--- src/rtl/id_ex_operand_stage_pkg.sv ---
// Shared encodings for the EX stage: ALU control codes, aluop classes, R-type funct values.
// The ALU decodes the same alu_ctrl_e values.
package id_ex_operand_stage_pkg;

    localparam int DATA_W_DEF = 32;
    localparam int REG_AW_DEF = 5;

    typedef enum logic [1:0] {
        ALUOP_ADD   = 2'b00,
        ALUOP_SUB   = 2'b01,
        ALUOP_RTYPE = 2'b10,
        ALUOP_INV   = 2'b11
    } aluop_e;

    typedef enum logic [2:0] {
        ALU_AND = 3'b000,
        ALU_OR  = 3'b001,
        ALU_ADD = 3'b010,
        ALU_INV = 3'b011,
        ALU_SUB = 3'b110,
        ALU_SLT = 3'b111
    } alu_ctrl_e;

    localparam logic [5:0] FUNCT_ADD = 6'h20;
    localparam logic [5:0] FUNCT_SUB = 6'h22;
    localparam logic [5:0] FUNCT_AND = 6'h24;
    localparam logic [5:0] FUNCT_OR  = 6'h25;
    localparam logic [5:0] FUNCT_SLT = 6'h2A;

endpackage

--- src/rtl/id_ex_operand_stage_alu_control.sv ---
// Combinational aluop/funct decode into the 3-bit ALU control code.
module id_ex_operand_stage_alu_control
    import id_ex_operand_stage_pkg::*;
(
    input  logic [1:0] i_aluop,
    input  logic [5:0] i_funct,
    output logic [2:0] o_alu_control
);

    always_comb begin
        o_alu_control = ALU_INV;
        case (i_aluop)
            ALUOP_ADD: o_alu_control = ALU_ADD;
            ALUOP_SUB: o_alu_control = ALU_SUB;
            ALUOP_RTYPE: begin
                case (i_funct)
                    FUNCT_ADD: o_alu_control = ALU_ADD;
                    FUNCT_SUB: o_alu_control = ALU_SUB;
                    FUNCT_AND: o_alu_control = ALU_AND;
                    FUNCT_OR:  o_alu_control = ALU_OR;
                    FUNCT_SLT: o_alu_control = ALU_SLT;
                    default:   o_alu_control = ALU_INV;
                endcase
            end
            default: o_alu_control = ALU_INV;
        endcase
    end

endmodule

--- src/rtl/id_ex_operand_stage.sv ---
// ID/EX pipeline register with EX-side forwarding muxes, load-use hazard detection
// and ALU control decode.
module id_ex_operand_stage
    import id_ex_operand_stage_pkg::*;
#(
    parameter int DATA_W = DATA_W_DEF,
    parameter int REG_AW = REG_AW_DEF
) (
    input  logic              clk,
    input  logic              rst,
    input  logic              id_valid,
    input  logic [REG_AW-1:0] id_rs,
    input  logic [REG_AW-1:0] id_rt,
    input  logic [REG_AW-1:0] id_rd,
    input  logic [DATA_W-1:0] id_rdata1,
    input  logic [DATA_W-1:0] id_rdata2,
    input  logic [DATA_W-1:0] id_imm,
    input  logic [1:0]        id_aluop,
    input  logic [5:0]        id_funct,
    input  logic              id_alusrc,
    input  logic              id_regdst,
    input  logic              id_regwrite,
    input  logic              id_memread,
    input  logic              id_memwrite,
    input  logic              id_memtoreg,
    input  logic              id_branch,
    input  logic              flush,
    input  logic              exmem_regwrite,
    input  logic [REG_AW-1:0] exmem_rd,
    input  logic [DATA_W-1:0] exmem_result,
    input  logic              memwb_regwrite,
    input  logic [REG_AW-1:0] memwb_rd,
    input  logic [DATA_W-1:0] memwb_result,
    output logic              stall,
    output logic [DATA_W-1:0] alu_a,
    output logic [DATA_W-1:0] alu_b,
    output logic [2:0]        alu_control,
    output logic              ex_valid,
    output logic [REG_AW-1:0] ex_dest,
    output logic [DATA_W-1:0] ex_store_data,
    output logic              ex_regwrite,
    output logic              ex_memread,
    output logic              ex_memwrite,
    output logic              ex_memtoreg,
    output logic              ex_branch,
    output logic [DATA_W-1:0] ex_imm
);

    logic              r_valid;
    logic [REG_AW-1:0] r_rs, r_rt, r_rd;
    logic [DATA_W-1:0] r_rdata1, r_rdata2, r_imm;
    logic [1:0]        r_aluop;
    logic [5:0]        r_funct;
    logic              r_alusrc, r_regdst, r_regwrite, r_memread;
    logic              r_memwrite, r_memtoreg, r_branch;

    logic              w_stall;
    logic              w_bubble;
    logic [DATA_W-1:0] w_fwd_a, w_fwd_b;

    // Gated by rst so a pending stall releases in the cycle reset is sampled.
    assign w_stall = !rst && id_valid && r_valid && r_memread && (r_rt != '0)
                     && ((r_rt == id_rs) || (r_rt == id_rt));
    assign w_bubble = flush || w_stall || !id_valid;

    always_ff @(posedge clk) begin
        if (rst) begin
            r_valid    <= 1'b0;
            r_rs       <= '0;
            r_rt       <= '0;
            r_rd       <= '0;
            r_rdata1   <= '0;
            r_rdata2   <= '0;
            r_imm      <= '0;
            r_aluop    <= '0;
            r_funct    <= '0;
            r_alusrc   <= 1'b0;
            r_regdst   <= 1'b0;
            r_regwrite <= 1'b0;
            r_memread  <= 1'b0;
            r_memwrite <= 1'b0;
            r_memtoreg <= 1'b0;
            r_branch   <= 1'b0;
        end else begin
            // Data fields are don't-care in a bubble, so they always follow ID.
            r_rs     <= id_rs;
            r_rt     <= id_rt;
            r_rd     <= id_rd;
            r_rdata1 <= id_rdata1;
            r_rdata2 <= id_rdata2;
            r_imm    <= id_imm;
            r_funct  <= id_funct;
            if (w_bubble) begin
                r_valid    <= 1'b0;
                r_aluop    <= ALUOP_ADD;
                r_alusrc   <= 1'b0;
                r_regdst   <= 1'b0;
                r_regwrite <= 1'b0;
                r_memread  <= 1'b0;
                r_memwrite <= 1'b0;
                r_memtoreg <= 1'b0;
                r_branch   <= 1'b0;
            end else begin
                r_valid    <= 1'b1;
                r_aluop    <= id_aluop;
                r_alusrc   <= id_alusrc;
                r_regdst   <= id_regdst;
                r_regwrite <= id_regwrite;
                r_memread  <= id_memread;
                r_memwrite <= id_memwrite;
                r_memtoreg <= id_memtoreg;
                r_branch   <= id_branch;
            end
        end
    end

    // EX/MEM has priority over MEM/WB; register 0 is never forwarded.
    always_comb begin
        w_fwd_a = r_rdata1;
        if (exmem_regwrite && (exmem_rd != '0) && (exmem_rd == r_rs))
            w_fwd_a = exmem_result;
        else if (memwb_regwrite && (memwb_rd != '0) && (memwb_rd == r_rs))
            w_fwd_a = memwb_result;
    end

    always_comb begin
        w_fwd_b = r_rdata2;
        if (exmem_regwrite && (exmem_rd != '0) && (exmem_rd == r_rt))
            w_fwd_b = exmem_result;
        else if (memwb_regwrite && (memwb_rd != '0) && (memwb_rd == r_rt))
            w_fwd_b = memwb_result;
    end

    id_ex_operand_stage_alu_control u_alu_control (
        .i_aluop       (r_aluop),
        .i_funct       (r_funct),
        .o_alu_control (alu_control)
    );

    assign stall         = w_stall;
    assign alu_a         = w_fwd_a;
    assign alu_b         = r_alusrc ? r_imm : w_fwd_b;
    assign ex_store_data = w_fwd_b;
    assign ex_valid      = r_valid;
    assign ex_dest       = r_regdst ? r_rd : r_rt;
    assign ex_regwrite   = r_regwrite;
    assign ex_memread    = r_memread;
    assign ex_memwrite   = r_memwrite;
    assign ex_memtoreg   = r_memtoreg;
    assign ex_branch     = r_branch;
    assign ex_imm        = r_imm;

endmodule

--- config.mk ---
export PLATFORM = sky130hd
export DESIGN_NAME = id_ex_operand_stage
export DESIGN_NICKNAME = d
export VERILOG_FILES = /design/src/rtl/id_ex_operand_stage_pkg.sv /design/src/rtl/id_ex_operand_stage_alu_control.sv /design/src/rtl/id_ex_operand_stage.sv
export SDC_FILE = /design/constraint.sdc
export NUM_CORES = 1
export LEC_CHECK = 0
export ABC_AREA = 1
export CORE_ASPECT_RATIO = 0.9
export CORE_MARGIN = 2
export CORE_UTILIZATION = 40
export DETAILED_ROUTE_END_ITERATION = 6
export PLACE_DENSITY = 0.81
export REMOVE_ABC_BUFFERS = 1
export SYNTH_ARGS = -nofsm -noshare
export SYNTH_HDL_FRONTEND = slang
export SYNTH_SLANG_ARGS = --single-unit
export TNS_END_PERCENT = 30
--- constraint.sdc ---
create_clock -name clk -period 2.25 [get_ports clk]
set_input_delay 0.3375 -clock clk [delete_from_list [all_inputs] [get_ports clk]]
set_output_delay 0.3375 -clock clk [all_outputs]
set_load 0.02 [all_outputs]
==> summary.log <==
INFO  floorplanning  num_rows=44
INFO  clocking       tritoncts=built
INFO  floorplanning  die_width=140um
INFO  route          drt-pass1-iter-count=5
INFO  grt            vias_in_the_first_global_route=7527
INFO  floorplanning  io-pin-count=349
INFO  grt            grt_pass1_wl=39800um
INFO  clocking       cts_root_buf=sky130_fd_sc_hd__clkbuf_16
INFO  route          antenna_left=0
INFO  sta            timing.final.max_slew_violations=0
INFO  sta            rsz0062_at_grt=true
INFO  clocking       cts_made_buffers=17
INFO  route          num_vias=7802
INFO  sta            count_of_endpoints_failing_hold_in_the_final_timing_report=0
INFO  sta            finalHoldWorstSlack=0.439ns
INFO  synthesis      synth_adder_area_share=0%
INFO  clocking       cts_max_path_buffers=2
INFO  setup_path     worstReg2RegStart=r_rt[4]
INFO  synthesis      synth.cell_area=6610um2
INFO  clocking       clk_transition_reported_paths=0.06ns
INFO  setup_path     startpoint=r_rs[1]
INFO  placed_design  dp_hpwl=18800um
INFO  route          vias_per_cell=4.95
INFO  synthesis      post_synth_xor_area_fraction=3.18%
INFO  pwr            power_density=598nW/um2
INFO  setup_path     minimum_setup_slack_among_reg_to_reg_paths=0.47ns
INFO  clocking       clock-sinks=127
INFO  job            cap_violations=0
INFO  route          drt-total-wl=27100um
INFO  route          detailedRoute.firstIterationViolations=545
INFO  sta            tightestPinTransition=0.549ns
INFO  synthesis      synth_seq_area_share=38.4%
INFO  setup_path     cp-endpoint=alu_a[24]
INFO  floorplanning  initial_core_util=40.9%
INFO  status         outcome=finished, violations left
INFO  sta            clock.fmax=417MHz
INFO  min_path       timing.hold.worst_path_depth=3
INFO  sta            final.setup_skew=0.00996ns
INFO  sta            postLayoutSetupSlackWorst=-0.147ns
INFO  final_layout   diodes=0
INFO  placed_design  io_buffers=348
INFO  clocking       worst_skew_pair.late_latency=0.41ns
INFO  status         violations=negative setup slack
INFO  sta            final_period_minus_worst_setup_slack=2.40ns
INFO  synthesis      synth_mux_area_share=0.341%
INFO  synthesis      synth-simple-area-share=42.6%
INFO  grt            grt_util_all_layers=29.0%
INFO  final_layout   nNetsFinal=1566
INFO  floorplanning  core_area=16200um2
INFO  final_layout   n_fill_cell=1323
INFO  synthesis      synth.lib_cells_used.distinct=31
INFO  setup_path     worstPathMaxFanout=6
INFO  final_layout   stdcell_count=1577
INFO  route          post-route-drc-count=0
INFO  final_layout   syn2layout_area_growth=73.5%
INFO  synthesis      yosysWarnings=0
INFO  sta            fin_crit_sh=107%
INFO  setup_path     crit-reg2reg-capture=r_alusrc
INFO  final_layout   drive_gt1_share=20.5%
INFO  setup_path     timing.reg2reg.worst_path_depth=9
INFO  grt            grt_antenna_before_repair=1
INFO  setup_path     crit_path_end_kind=output port
INFO  setup_path     worst_ep_arrival_time=2.06ns
INFO  sta            timing.max_slew.rel_slack=63.4%
INFO  setup_path     setup.worst_path.class=flop to output port
INFO  pwr            ir_worst_vdd=0.000512V
INFO  placed_design  dpl-instance-area=10600um2
INFO  grt            grt_max_degree=118
INFO  floorplanning  die-height=126um
INFO  synthesis      synth_compound_area_share=0.946%
INFO  sta            final_setup_violating_endpoints=96
INFO  placed_design  numPlacedInstances=1537
INFO  placed_design  routabilityCongestion=0.871
INFO  clocking       cts_htree_levels=4
INFO  synthesis      synth_top_family_by_area=simple AND/OR/NAND/NOR gates
INFO  synthesis      syn-instance-count=994
INFO  pwr            total_leakage_power=5.84nW
INFO  setup_path     worst_setup_path_start_kind=flop
INFO  synthesis      synth_area_per_cell=6.65um2
INFO  setup_path     required=1.91ns
INFO  route          routedWlPerCell=17.2um
INFO  grt            globalRouteOverflowTotal=0
INFO  min_path       type_of_the_worst_min_delay_path=input pin to flop
INFO  final_layout   utilization=70.9%
INFO  final_layout   post_route_design_area=11500um2
INFO  synthesis      postSynthRegisterBits=127
INFO  floorplanning  die_area=17600um2
-- routing by layer --
layer  track usage, %  wire length [um]
met5                0                13
met4             8.76               719
met3             8.14              2480
met2             53.8             13900
met1             32.4             10000
-- cell type report --
cell class	count	area, um2	share of cell area [%]
Tap cell	207	259	2.26
Clock inverter	7	113	0.981
Multi-Input combinational cell	636	3440	30.0
Timing Repair Buffer	404	3990	34.8
Inverter	174	653	5.69
Clock buffer	22	464	4.05
Sequential cell	127	2550	22.2
-- where the power goes --
| part | switching (mW) | internal (mW) | total, mW |
|---|---|---|---|
| sequential | 0.0546 | 2.37 | 2.42 |
| clock | 0.974 | 1.78 | 2.75 |
| combinational | 0.838 | 0.847 | 1.68 |
| total | 1.87 | 4.99 | 6.86 |
-- cell usage after synthesis, drive strengths merged --
cell,n,area (um2)
clkbuf,18,67.6
nand2,221,842
mux2,2,22.5
dfxtp,127,2540
nand3b,65,492
or2,1,6.26
a2111oi,1,8.76
and2,32,200
inv,174,653
nor4,1,6.26
buf,39,239
nand3,135,681
nand4,1,6.26
o21ai,4,23.8
nor2,138,536
xor2,15,131
nor3,5,47.5
a21oi,6,30.0
xnor2,9,78.8
-- registers in the layout (all words and copies together), names as in the netlist, 2 cells and up --
signal,flops
ex_imm,32
r_funct,6
r_aluop,2
r_rt,5
r_rdata2,32
r_rs,5
r_rdata1,32
r_rd,5
-- how the worst min path moves through the flow --
stage,start,endpoint
final,id_imm[12],ex_imm[12]
after global routing,id_imm[1],ex_imm[1]
after floorplan,rst,ex_imm[0]
after CTS,id_imm[21],ex_imm[21]
after global placement,id_rd[0],r_rd[0]
after detailed placement,id_imm[3],ex_imm[3]
-- critical path, stage by stage, from the launching register on --
cell and delay (ns):
sky130_fd_sc_hd__dfxtp_2 0.34, sky130_fd_sc_hd__xnor2_2 0.18, sky130_fd_sc_hd__nand2_2 0.09, sky130_fd_sc_hd__nor3_4 0.27, sky130_fd_sc_hd__buf_8 0.21, sky130_fd_sc_hd__clkbuf_16 0.17, sky130_fd_sc_hd__nand3b_1 0.07, sky130_fd_sc_hd__nand3_1 0.09
sky130_fd_sc_hd__nand2_1 0.09, sky130_fd_sc_hd__buf_6 0.14
-- stage by stage --
step | power, mW | setup slack (ns) | TNS [ns]
2_1_floorplan | 3.10 | -0.578 | -39.88
3_3_place_gp | 4.08 | -0.643 | -53.44
3_5_place_dp | 4.10 | -0.684 | -56.51
4_1_cts | 6.79 | -0.191 | -9.98
5_1_grt | 7.11 | -0.235 | -16.11
6_report | 6.86 | -0.147 | -6.42
-- cell usage in the layout (no fill, tap or decap), types with 2 or more instances in the layout --
master                              n
sky130_fd_sc_hd__and2_1            22
sky130_fd_sc_hd__clkbuf_16         19
sky130_fd_sc_hd__xor2_1            13
sky130_fd_sc_hd__xor2_2             2
sky130_fd_sc_hd__mux2_2             2
sky130_fd_sc_hd__buf_4             43
sky130_fd_sc_hd__inv_1            171
sky130_fd_sc_hd__and2_4            10
sky130_fd_sc_hd__buf_2             49
sky130_fd_sc_hd__o21ai_0            3
sky130_fd_sc_hd__nand3b_1          64
sky130_fd_sc_hd__xnor2_1            7
sky130_fd_sc_hd__dlygate4sd2_1     12
sky130_fd_sc_hd__clkbuf_8           2
sky130_fd_sc_hd__buf_16             2
sky130_fd_sc_hd__nand2_4            3
sky130_fd_sc_hd__clkinv_2           3
sky130_fd_sc_hd__nand2_1          190
sky130_fd_sc_hd__nor2_1           133
sky130_fd_sc_hd__buf_12            20
sky130_fd_sc_hd__dfxtp_1          121
sky130_fd_sc_hd__buf_8              2
sky130_fd_sc_hd__nand2_2           28
sky130_fd_sc_hd__a21oi_1            6
sky130_fd_sc_hd__buf_6             35
sky130_fd_sc_hd__nand3_2           34
sky130_fd_sc_hd__bufinv_16          3
sky130_fd_sc_hd__nand3_1          101
sky130_fd_sc_hd__nor2_4             4
sky130_fd_sc_hd__xnor2_2            2
sky130_fd_sc_hd__clkdlybuf4s50_1  237
sky130_fd_sc_hd__inv_2              3
sky130_fd_sc_hd__dfxtp_2            5
sky130_fd_sc_hd__nor3_1             2
sky130_fd_sc_hd__nor3_4             2
sky130_fd_sc_hd__clkbuf_1           3
-- timing repair --
item / 4_1_cts / 5_1_grt
buffers inserted: 3 / 1
endpoints found under the setup margin: 100 / 99
gates cloned: 5 / 3
hold buffers: 0 / 0
pin swaps: 9 / 40
gates resized for setup: 452 / 132
-- cells by family (layout without fill, tap and decap cells) --
logic type	after synthesis	after routing
xor gates and xnor gates	24	24
and+or+nand+nor	599	599
muxes	2	2
AOI/OAI and AO/OA	11	11
DFF	127	127
buffers and inverters	231	607
Note: power is estimated with default switching activity, not from simulation.
